$ cat config.mk
export PLATFORM = sky130hd
export DESIGN_NAME = echo_range_filter
export DESIGN_NICKNAME = d
export VERILOG_FILES = /design/src/rtl/echo_range_filter_pkg.sv /design/src/rtl/echo_range_filter_range_divider.sv /design/src/rtl/echo_range_filter.sv
export SDC_FILE = /design/constraint.sdc
export NUM_CORES = 1
export LEC_CHECK = 0
export BUFFER_PORTS_ARGS = -buffer_cell sky130_fd_sc_hd__clkbuf_2
export CORE_MARGIN = 10
export CORE_UTILIZATION = 29
export DETAILED_ROUTE_END_ITERATION = 7
export GPL_ROUTABILITY_DRIVEN = 0
export HOLD_SLACK_MARGIN = 0.08
export PLACE_DENSITY = 0.54
export SLEW_MARGIN = 20
export SYNTH_ARGS = -nofsm -noshare
export SYNTH_HDL_FRONTEND = slang
export SYNTH_SLANG_ARGS = --single-unit
$ cat constraint.sdc
create_clock -name clk -period 3.2 [get_ports clk]
set_input_delay 0.16 -clock clk [delete_from_list [all_inputs] [get_ports clk]]
set_output_delay 0.16 -clock clk [all_outputs]
set_load 0.02 [all_outputs]
$ cat src/rtl/echo_range_filter_pkg.sv
`default_nettype none
// +----------------------------------------------------------------------------+
// | echo_range_pkg                                                             |
// | Shared constants, state encoding and tick-rate helper for the echo filter. |
// | Revision: 1.0                                                              |
// +----------------------------------------------------------------------------+
package echo_range_pkg;

   localparam int unsigned CLK_FREQ  = 50_000_000;
   localparam int unsigned US_PER_CM = 58;   // round-trip sound time per cm

   function automatic int unsigned calc_ticks_per_cm(input int unsigned clk_freq);
      return (clk_freq / 1_000_000) * US_PER_CM;
   endfunction

   localparam int unsigned TICKS_PER_CM = calc_ticks_per_cm(CLK_FREQ);
   localparam int unsigned MAX_CM       = 400;
   localparam int unsigned DIST_W       = 9;
   localparam int unsigned NEAR_CM      = 20;
   localparam int unsigned FAR_CM       = 25;
   localparam int unsigned CONFIRM_N    = 3;

   typedef enum logic [1:0] {
      ST_IDLE   = 2'd0,
      ST_DIVIDE = 2'd1,
      ST_UPDATE = 2'd2
   } state_t;

endpackage
`default_nettype wire

$ cat src/rtl/echo_range_filter_range_divider.sv
`default_nettype none
// +----------------------------------------------------------------------------+
// | range_divider                                                              |
// | Repeated-subtraction ticks-to-cm divider with clamp and out-of-range flag. |
// | Revision: 1.0                                                              |
// +----------------------------------------------------------------------------+
module range_divider #(
   parameter int unsigned TICKS_PER_CM = 2900,
   parameter int unsigned MAX_CM       = 400,
   parameter int unsigned DIST_W       = 9
) (
   input  logic              clk,
   input  logic              rst,
   input  logic              start,
   input  logic [31:0]       width,
   output logic              done,
   output logic [DIST_W-1:0] quot,
   output logic              oor,
   output logic              zero
);

   logic [31:0]       r_rem;
   logic [DIST_W-1:0] r_q;
   logic              r_active;
   logic              r_zero;
   logic              w_rem_ge;
   logic              w_step;

   assign w_rem_ge = (r_rem >= 32'(TICKS_PER_CM));
   assign w_step   = r_active && w_rem_ge && (r_q < DIST_W'(MAX_CM));
   assign done     = r_active && !w_step;
   assign quot     = r_q;
   // A leftover full cm after the clamp means the echo was beyond MAX_CM.
   assign oor      = r_zero || w_rem_ge;
   assign zero     = r_zero;

   always_ff @(posedge clk or posedge rst) begin
      if (rst) begin
         r_rem    <= '0;
         r_q      <= '0;
         r_active <= 1'b0;
         r_zero   <= 1'b0;
      end else if (start) begin
         r_rem    <= width;
         r_q      <= '0;
         r_active <= 1'b1;
         r_zero   <= (width == 32'd0);
      end else if (w_step) begin
         r_rem    <= r_rem - 32'(TICKS_PER_CM);
         r_q      <= r_q + DIST_W'(1);
      end else if (r_active) begin
         r_active <= 1'b0;
      end
   end

endmodule
`default_nettype wire

$ cat src/rtl/echo_range_filter.sv
`default_nettype none
// +----------------------------------------------------------------------------+
// | echo_range_filter                                                          |
// | Echo width to cm conversion with hysteresis/confirmation presence filter.  |
// | Revision: 1.0                                                              |
// +----------------------------------------------------------------------------+
module echo_range_filter #(
   parameter int unsigned TICKS_PER_CM = echo_range_pkg::TICKS_PER_CM,
   parameter int unsigned MAX_CM       = echo_range_pkg::MAX_CM,
   parameter int unsigned DIST_W       = echo_range_pkg::DIST_W,
   parameter int unsigned NEAR_CM      = echo_range_pkg::NEAR_CM,
   parameter int unsigned FAR_CM       = echo_range_pkg::FAR_CM,
   parameter int unsigned CONFIRM_N    = echo_range_pkg::CONFIRM_N
) (
   input  logic              clk,
   input  logic              rst,
   input  logic              width_valid,
   input  logic [31:0]       width_ticks,
   output logic              width_ready,
   output logic              dist_valid,
   output logic [DIST_W-1:0] dist_cm,
   output logic              out_of_range,
   output logic              object_present,
   output logic              busy
);
   import echo_range_pkg::*;

   state_t            r_state;
   logic [3:0]        r_count;
   logic              w_start;
   logic              w_done;
   logic [DIST_W-1:0] w_q;
   logic              w_oor;
   logic              w_zero;
   logic              w_near;
   logic              w_far;
   logic              w_contra;

   assign width_ready = (r_state == ST_IDLE);
   assign busy        = (r_state != ST_IDLE);
   assign w_start     = (r_state == ST_IDLE) && width_valid;

   range_divider #(
      .TICKS_PER_CM (TICKS_PER_CM),
      .MAX_CM       (MAX_CM),
      .DIST_W       (DIST_W)
   ) u_div (
      .clk   (clk),
      .rst   (rst),
      .start (w_start),
      .width (width_ticks),
      .done  (w_done),
      .quot  (w_q),
      .oor   (w_oor),
      .zero  (w_zero)
   );

   // A sample contradicts the current flag when it points the other way.
   assign w_near   = !w_oor && (w_q <= DIST_W'(NEAR_CM));
   assign w_far    = w_oor || (w_q >= DIST_W'(FAR_CM));
   assign w_contra = object_present ? w_far : w_near;

   always_ff @(posedge clk or posedge rst) begin
      if (rst) begin
         r_state        <= ST_IDLE;
         r_count        <= 4'd0;
         dist_valid     <= 1'b0;
         dist_cm        <= '0;
         out_of_range   <= 1'b0;
         object_present <= 1'b0;
      end else begin
         dist_valid <= 1'b0;
         case (r_state)
            ST_IDLE: begin
               if (width_valid) r_state <= ST_DIVIDE;
            end
            ST_DIVIDE: begin
               if (w_done) r_state <= ST_UPDATE;
            end
            ST_UPDATE: begin
               dist_cm      <= w_q;
               out_of_range <= w_oor;
               dist_valid   <= 1'b1;
               r_state      <= ST_IDLE;
               if (!w_zero) begin
                  if (!w_contra) begin
                     r_count <= 4'd0;
                  end else if (r_count == 4'(CONFIRM_N - 1)) begin
                     object_present <= !object_present;
                     r_count        <= 4'd0;
                  end else begin
                     r_count <= r_count + 4'd1;
                  end
               end
            end
            default: r_state <= ST_IDLE;
         endcase
      end
   end

endmodule
`default_nettype wire

==> flow_summary.ini, run 1 <==
[power]
p_seq_share_pct = 36.4
p_sw_share_pct = 37.4
pwr_density_cell_mw_per_mm2 = 853
ir_drop_mv = 0.319
power_switching_mw = 1.46
p_int_mw = 2.44
clkPwrFrac_pct = 27.6
p_comb_share_pct = 36.0
p_leak_nw = 1.86

[synthesis]
synth_most_common_cell = dfrtp_1
synthDistinctLibCells = 60
yosysWarningCount = 0
ys_seq_area_share_pct = 41.8
syn_nets = 425
synth_flop_cell = dfrtp_1
synth_seq_cells = 61
synth_common_cells = dfrtp_1, nand2_1, nor2_1
ys_top_cells_by_area = dfrtp_1, nand2_1, xnor2_1, nor2_1, mux2_2
yosysTopAreaCell = dfrtp_1
syn_inst = 383
async_flop_share_pct = 100
synth_top_area_share_pct = 41.8
synth_edf_count = 0
syn_area_mm2 = 0.00365
post_synth.cell_area_avg_um2 = 9.54

[global_routing]
grt_pass1_wl_um = 17500
grt.total_usage_pct = 12.1
antenna_found_initial = 0
grt_max_degree = 42
gr-total-overflow = 0
grt_pass1_vias = 3333

[layout]
area_delta_synth_final_pct = 25.1
drive_gt1_share_pct = 23.6
multiInputGateArea_mm2 = 0.00196
fillers = 1274
ff_latch_area_mm2 = 0.00153
nNetsFinal = 491
fin_cells = 621
diodes = 0

[setup_path]
r2r-end = r_count[1]$_DFFE_PP0P_
r2r_slack_ns = 0.44
required_ns = 3.44
cp-start-kind = register
end_kind = register
worstRegToRegCells = 6
worstPathArrival_ns = 3.00
reg2reg_from = u_div.r_rem[14]$_DFFE_PP0P_
critPathMaxFanout = 14
worst-setup-path-type = reg -> reg

[sta]
final_max_slew_viol_count = 0
hold_viol = 0
fin_crit_sh_pct = 86.3
max_slew_margin_pct = 40.4
rsz0062_at_grt = no
skew_ns = 0.00395
setup_viol = 0
tightestPinTransition_ns = 0.892
fmax_mhz = 362
setup_tns_ns = 0
fin_crit_ns = 2.76
fin_ws_ns = 0.438

[floorplan]
dieWidth_um = 132
ios = 49
die_area_mm2 = 0.0175
initial_core_util_pct = 30.0
num_rows = 40
die_h_um = 132
coreArea_mm2 = 0.0122

[route]
initialDrtViolationCount = 236
vias_per_cell = 5.16
postRouteAntennaNets = 0
route.detailed.drc = 0
routedWlPerCell_um = 16.4
drt-pass1-iter-count = 7
num_vias = 3203
totalWireLength_um = 10200

[placement]
placed_cells = 589
dp_hpwl_um = 7590
place_ws_ns = 0.468
portBuffers = 48

[clock_network]
cts_setup_buffers = 0
clock-root-buffer = clkbuf_16
cts.htree.levels = 3
worstSkewPairLatency_ns = 0.33
cts_tree = yes
hold_buffers = 17
cts_made_buffers = 9
clk_pin_slew_ns = 0.05
clock_sinks = 61
cts_buffer_depth = 2
post_cts_resized = 0

[worst_hold_path]
hold_path_class = in -> reg
min_to = u_div.r_rem[21]$_DFFE_PP0P_
hp-start = width_ticks[21]
hold_depth = 2

[flow_run]
drv_cap = 0

[run_status]
outcome = complete, no violations
==> worst max-delay path, stage by stage (launching register included) <==
cell	delay (ns)
dfrtp_1	0.40
or4_4	0.64
nor4_4	0.40
nand3_2	0.35
or3_1	0.46
a22o_1	0.25
o31ai_2	0.18
==> sequential cells by signal, summed over array words and instances, names as in the netlist <==
signal and cells:
object_present 1, u_div.zero 1, u_div.quot 9, r_count 4, u_div.r_rem 32, u_div.r_active 1
dist_valid 1, r_state 2, dist_cm 9, out_of_range 1
==> kinds of logic (layout without fill, tap and decap cells) <==
family                   Yosys count  in the layout  share of synthesized area, %
AND/OR/NAND/NOR                  156            156                          23.6
AO/OA/AOI/OAI                     91             91                          18.5
flip-flops                        61             61                          41.8
buffers and inverters             33            103                          4.73
XOR/XNOR                          24             24                          5.75
multiplexers                      11             11                          3.32
adder cells (fa/ha/maj)            7              7                          2.40
==> power groups by stage <==
stage / Clock, mW / Sequential, mW / Combinational (mW)
2_1_floorplan: 0 / 1.30 / 1.13
3_3_place_gp: 0 / 1.41 / 1.36
6_report: 1.08 / 1.42 / 1.41
4_1_cts: 1.11 / 1.41 / 1.42
3_5_place_dp: 0 / 1.42 / 1.39
5_1_grt: 1.14 / 1.48 / 1.59
==> metal layers <==
metal	part of all wire (%)	GRT usage, %
met1	47	16.1
met2	47	18.8
met3	4.6	2.63
met4	1.5	4.34
met5	0	0
==> layout make-up <==
| type | count | share of cell area (%) |
|---|---|---|
| multi-input combinational | 289 | 42.9 |
| sequential | 61 | 33.4 |
| timing repair buffer | 78 | 11.1 |
| clock buffer | 10 | 5.01 |
| tap | 168 | 4.60 |
| clock inverter | 5 | 2.19 |
| inverter | 10 | 0.821 |
==> worst max-delay path by stage <==
stage / endpoint / depth (start not counted) / startpoint / slack, ns
2_1_floorplan: u_div.r_rem[25]$_DFFE_PP0P_ / 7 / u_div.r_rem[14]$_DFFE_PP0P_ / 0.77
3_3_place_gp: r_count[1]$_DFFE_PP0P_ / 6 / u_div.r_rem[14]$_DFFE_PP0P_ / 0.54
3_5_place_dp: r_count[1]$_DFFE_PP0P_ / 6 / u_div.r_rem[14]$_DFFE_PP0P_ / 0.47
4_1_cts: r_count[1]$_DFFE_PP0P_ / 6 / u_div.r_rem[14]$_DFFE_PP0P_ / 0.46
5_1_grt: u_div.quot[1]$_DFFE_PP0P_ / 7 / u_div.r_rem[14]$_DFFE_PP0P_ / 0.22
6_report: r_count[1]$_DFFE_PP0P_ / 6 / u_div.r_rem[14]$_DFFE_PP0P_ / 0.44
==> placed cells by master (no fill, tap or decap), drive strengths merged, types with 11 or more instances in the layout <==
cell type	count
clkbuf	58
xnor2	14
or4	11
nor4	17
o21ai	32
buf	13
nand2	41
or3	11
dlygate4sd3	17
nor2	32
dfrtp	61
==> metrics by stage <==
step | total power, mW | utilization (%) | hold slack [ns] | instance area [um^2]
after CTS | 3.94 | 37.6 | 0.0835 | 4570
after floorplan | 2.43 | - | 0.265 | 3650
after global placement | 2.77 | 33.5 | 0.383 | 4070
final | 3.90 | 37.6 | 0.0873 | 4570
after global routing | 4.21 | 37.6 | 0.0867 | 4570
after detailed placement | 2.81 | 33.5 | 0.386 | 4070
No activity file was read; power rests on OpenSTA's default activity.
==> run 2, diff against run 1 <==
--- a/config.mk
+++ b/config.mk
@@ -8,6 +8,7 @@
 export BUFFER_PORTS_ARGS = -buffer_cell sky130_fd_sc_hd__clkbuf_2
 export CORE_MARGIN = 10
 export CORE_UTILIZATION = 29
+export CTS_BUF_LIST = sky130_fd_sc_hd__clkbuf_8 sky130_fd_sc_hd__clkbuf_16
 export DETAILED_ROUTE_END_ITERATION = 7
 export GPL_ROUTABILITY_DRIVEN = 0
 export HOLD_SLACK_MARGIN = 0.08
==> flow_summary.ini, run 2 (synthesis gave the netlist of run 1 again) <==
[route]
drt-met1-wl_um = 4800
wl_met3_um = 467
routed-wl-met2_um = 4760
initialDrtViolationCount = 238
top_layer = met4
route.detailed.drc = 0
vias_per_cell = 5.15
routedWlPerCell_um = 16.4
postRouteAntennaNets = 0
totalWireLength_um = 10200
drt-pass1-iter-count = 7
num_vias = 3201

[floorplan]
coreArea_mm2 = 0.0122
dieWidth_um = 132
die_area_mm2 = 0.0175
initial_core_util_pct = 30.0
num_rows = 40
die_h_um = 132
ios = 49

[global_routing]
gr-total-overflow = 0
grt_pass1_vias = 3333
grt_pass1_wl_um = 17500
grt.total_usage_pct = 12.1
grt_max_degree = 42
antenna_found_initial = 0

[power]
p_comb_share_pct = 36.1
power_switching_mw = 1.46
clkPwrFrac_pct = 27.5
p_seq_share_pct = 36.4
p_int_mw = 2.44
pwr_density_cell_mw_per_mm2 = 853
ir_drop_mv = 0.316
p_leak_nw = 1.87
p_sw_share_pct = 37.4

[setup_path]
cp-start-kind = register
cpPeakStageDelay_ns = 0.64
worst-setup-path-type = reg -> reg
required_ns = 3.44
critPathBufInv = 0
crit_family = simple AND/OR/NAND/NOR gates
crit_chain = or4_4 -> nor4_4 -> nand3_2 -> or3_1 -> a22o_1 -> o31ai_2
critPathMaxFanout = 14
end_kind = register
worstPathArrival_ns = 3.00
slowest_stage = or4_4

[sta]
tightestPinTransition_ns = 0.892
setup_viol = 0
fin_crit_ns = 2.76
fin_crit_sh_pct = 86.3
max_slew_margin_pct = 40.4
fmax_mhz = 362
hold_viol = 0
rsz0062_at_grt = no
final_max_slew_viol_count = 0
skew_ns = 0.00396
setup_tns_ns = 0

[placement]
portBuffers = 48
place_area_mm2 = 0.00407
dp_hpwl_um = 7590

[clock_network]
clk_pin_slew_ns = 0.05
clock-root-buffer = clkbuf_16
clock_sinks = 61
worstSkewPairLatency_ns = 0.33
cts.htree.levels = 3
cts_made_buffers = 9
cts_buffer_depth = 2
cts_tree = yes

[layout]
final_common_cell = dfrtp_1
final_cell_mix = dfrtp_1, clkbuf_2, nand2_1, nor2_1, o21ai_0
diodes = 0
nNetsFinal = 491
area_delta_synth_final_pct = 25.1
fin_area_mm2 = 0.00457
drive_gt1_share_pct = 23.6
largest_register = u_div.r_rem
fillers = 1274
largest_reg_flops = 32

[run_status]
outcome = complete, no violations

[flow_run]
drv_cap = 0

[worst_hold_path]
hold_path_class = in -> reg
-- run 2: cell types whose count changed in the layout (fill, tap and decap cells not counted) --
cell,delta
inv_1,+1
clkbuf_1,-1
-- run 2: final cells by class --
cell class	count	area (um^2)	share of cell area, %
sequential	61	1530	33.4
timing repair buffer	78	508	11.1
clock buffer	9	225	4.93
multi-input combinational	289	1960	42.9
tap	168	210	4.60
clock inverter	6	104	2.27
inverter	10	37.5	0.821
-- run 2: stage by stage --
step	util (%)	worst slack [ns]	hold slack (ns)	total power, mW	std cells
3_5_place_dp	33.5	0.468	0.386	2.81	589
2_1_floorplan	-	0.770	0.265	2.43	383
4_1_cts	37.6	0.463	0.0836	3.94	621
3_3_place_gp	33.5	0.541	0.383	2.77	589
5_1_grt	37.6	0.223	0.0867	4.20	621
6_report	37.6	0.438	0.0873	3.90	621
-- run 2: power groups by stage --
| stage | Sequential, mW | Combinational (mW) | Clock [mW] |
|---|---|---|---|
| after floorplan | 1.30 | 1.13 | 0 |
| after global placement | 1.41 | 1.36 | 0 |
| after detailed placement | 1.42 | 1.39 | 0 |
| after CTS | 1.41 | 1.42 | 1.10 |
| after global routing | 1.48 | 1.59 | 1.13 |
| final | 1.42 | 1.41 | 1.07 |
-- run 2: worst paths after layout --
check	end	cells after the start	startpoint	slack [ns]
worst min register to register	u_div.r_rem[1]$_DFFE_PP0P_	2	u_div.r_rem[1]$_DFFE_PP0P_	0.47
max in group asynchronous	dist_cm[0]$_DFFE_PP0P_	4	rst	1.80
worst max-delay path	r_count[1]$_DFFE_PP0P_	6	u_div.r_rem[14]$_DFFE_PP0P_	0.44
worst max register to register	r_count[1]$_DFFE_PP0P_	6	u_div.r_rem[14]$_DFFE_PP0P_	0.44
worst min-delay path	u_div.r_rem[21]$_DFFE_PP0P_	2	width_ticks[21]	0.09
min in group asynchronous	u_div.r_rem[11]$_DFFE_PP0P_	3	rst	0.59
-- run 2: timing repair --
item / CTS / global route
endpoints found under the hold margin: 56 / 0
setup buffers: 0 / 0
hold buffers: 17 / 0
resized for setup: 0 / 0
-- run 2: layer usage --
metal / up-vias / GRT usage [%]
li1: 1543 / -
met1: 1567 / 16.1
met2: 79 / 18.8
met3: 12 / 2.63
met4: 0 / 4.34
met5: - / 0
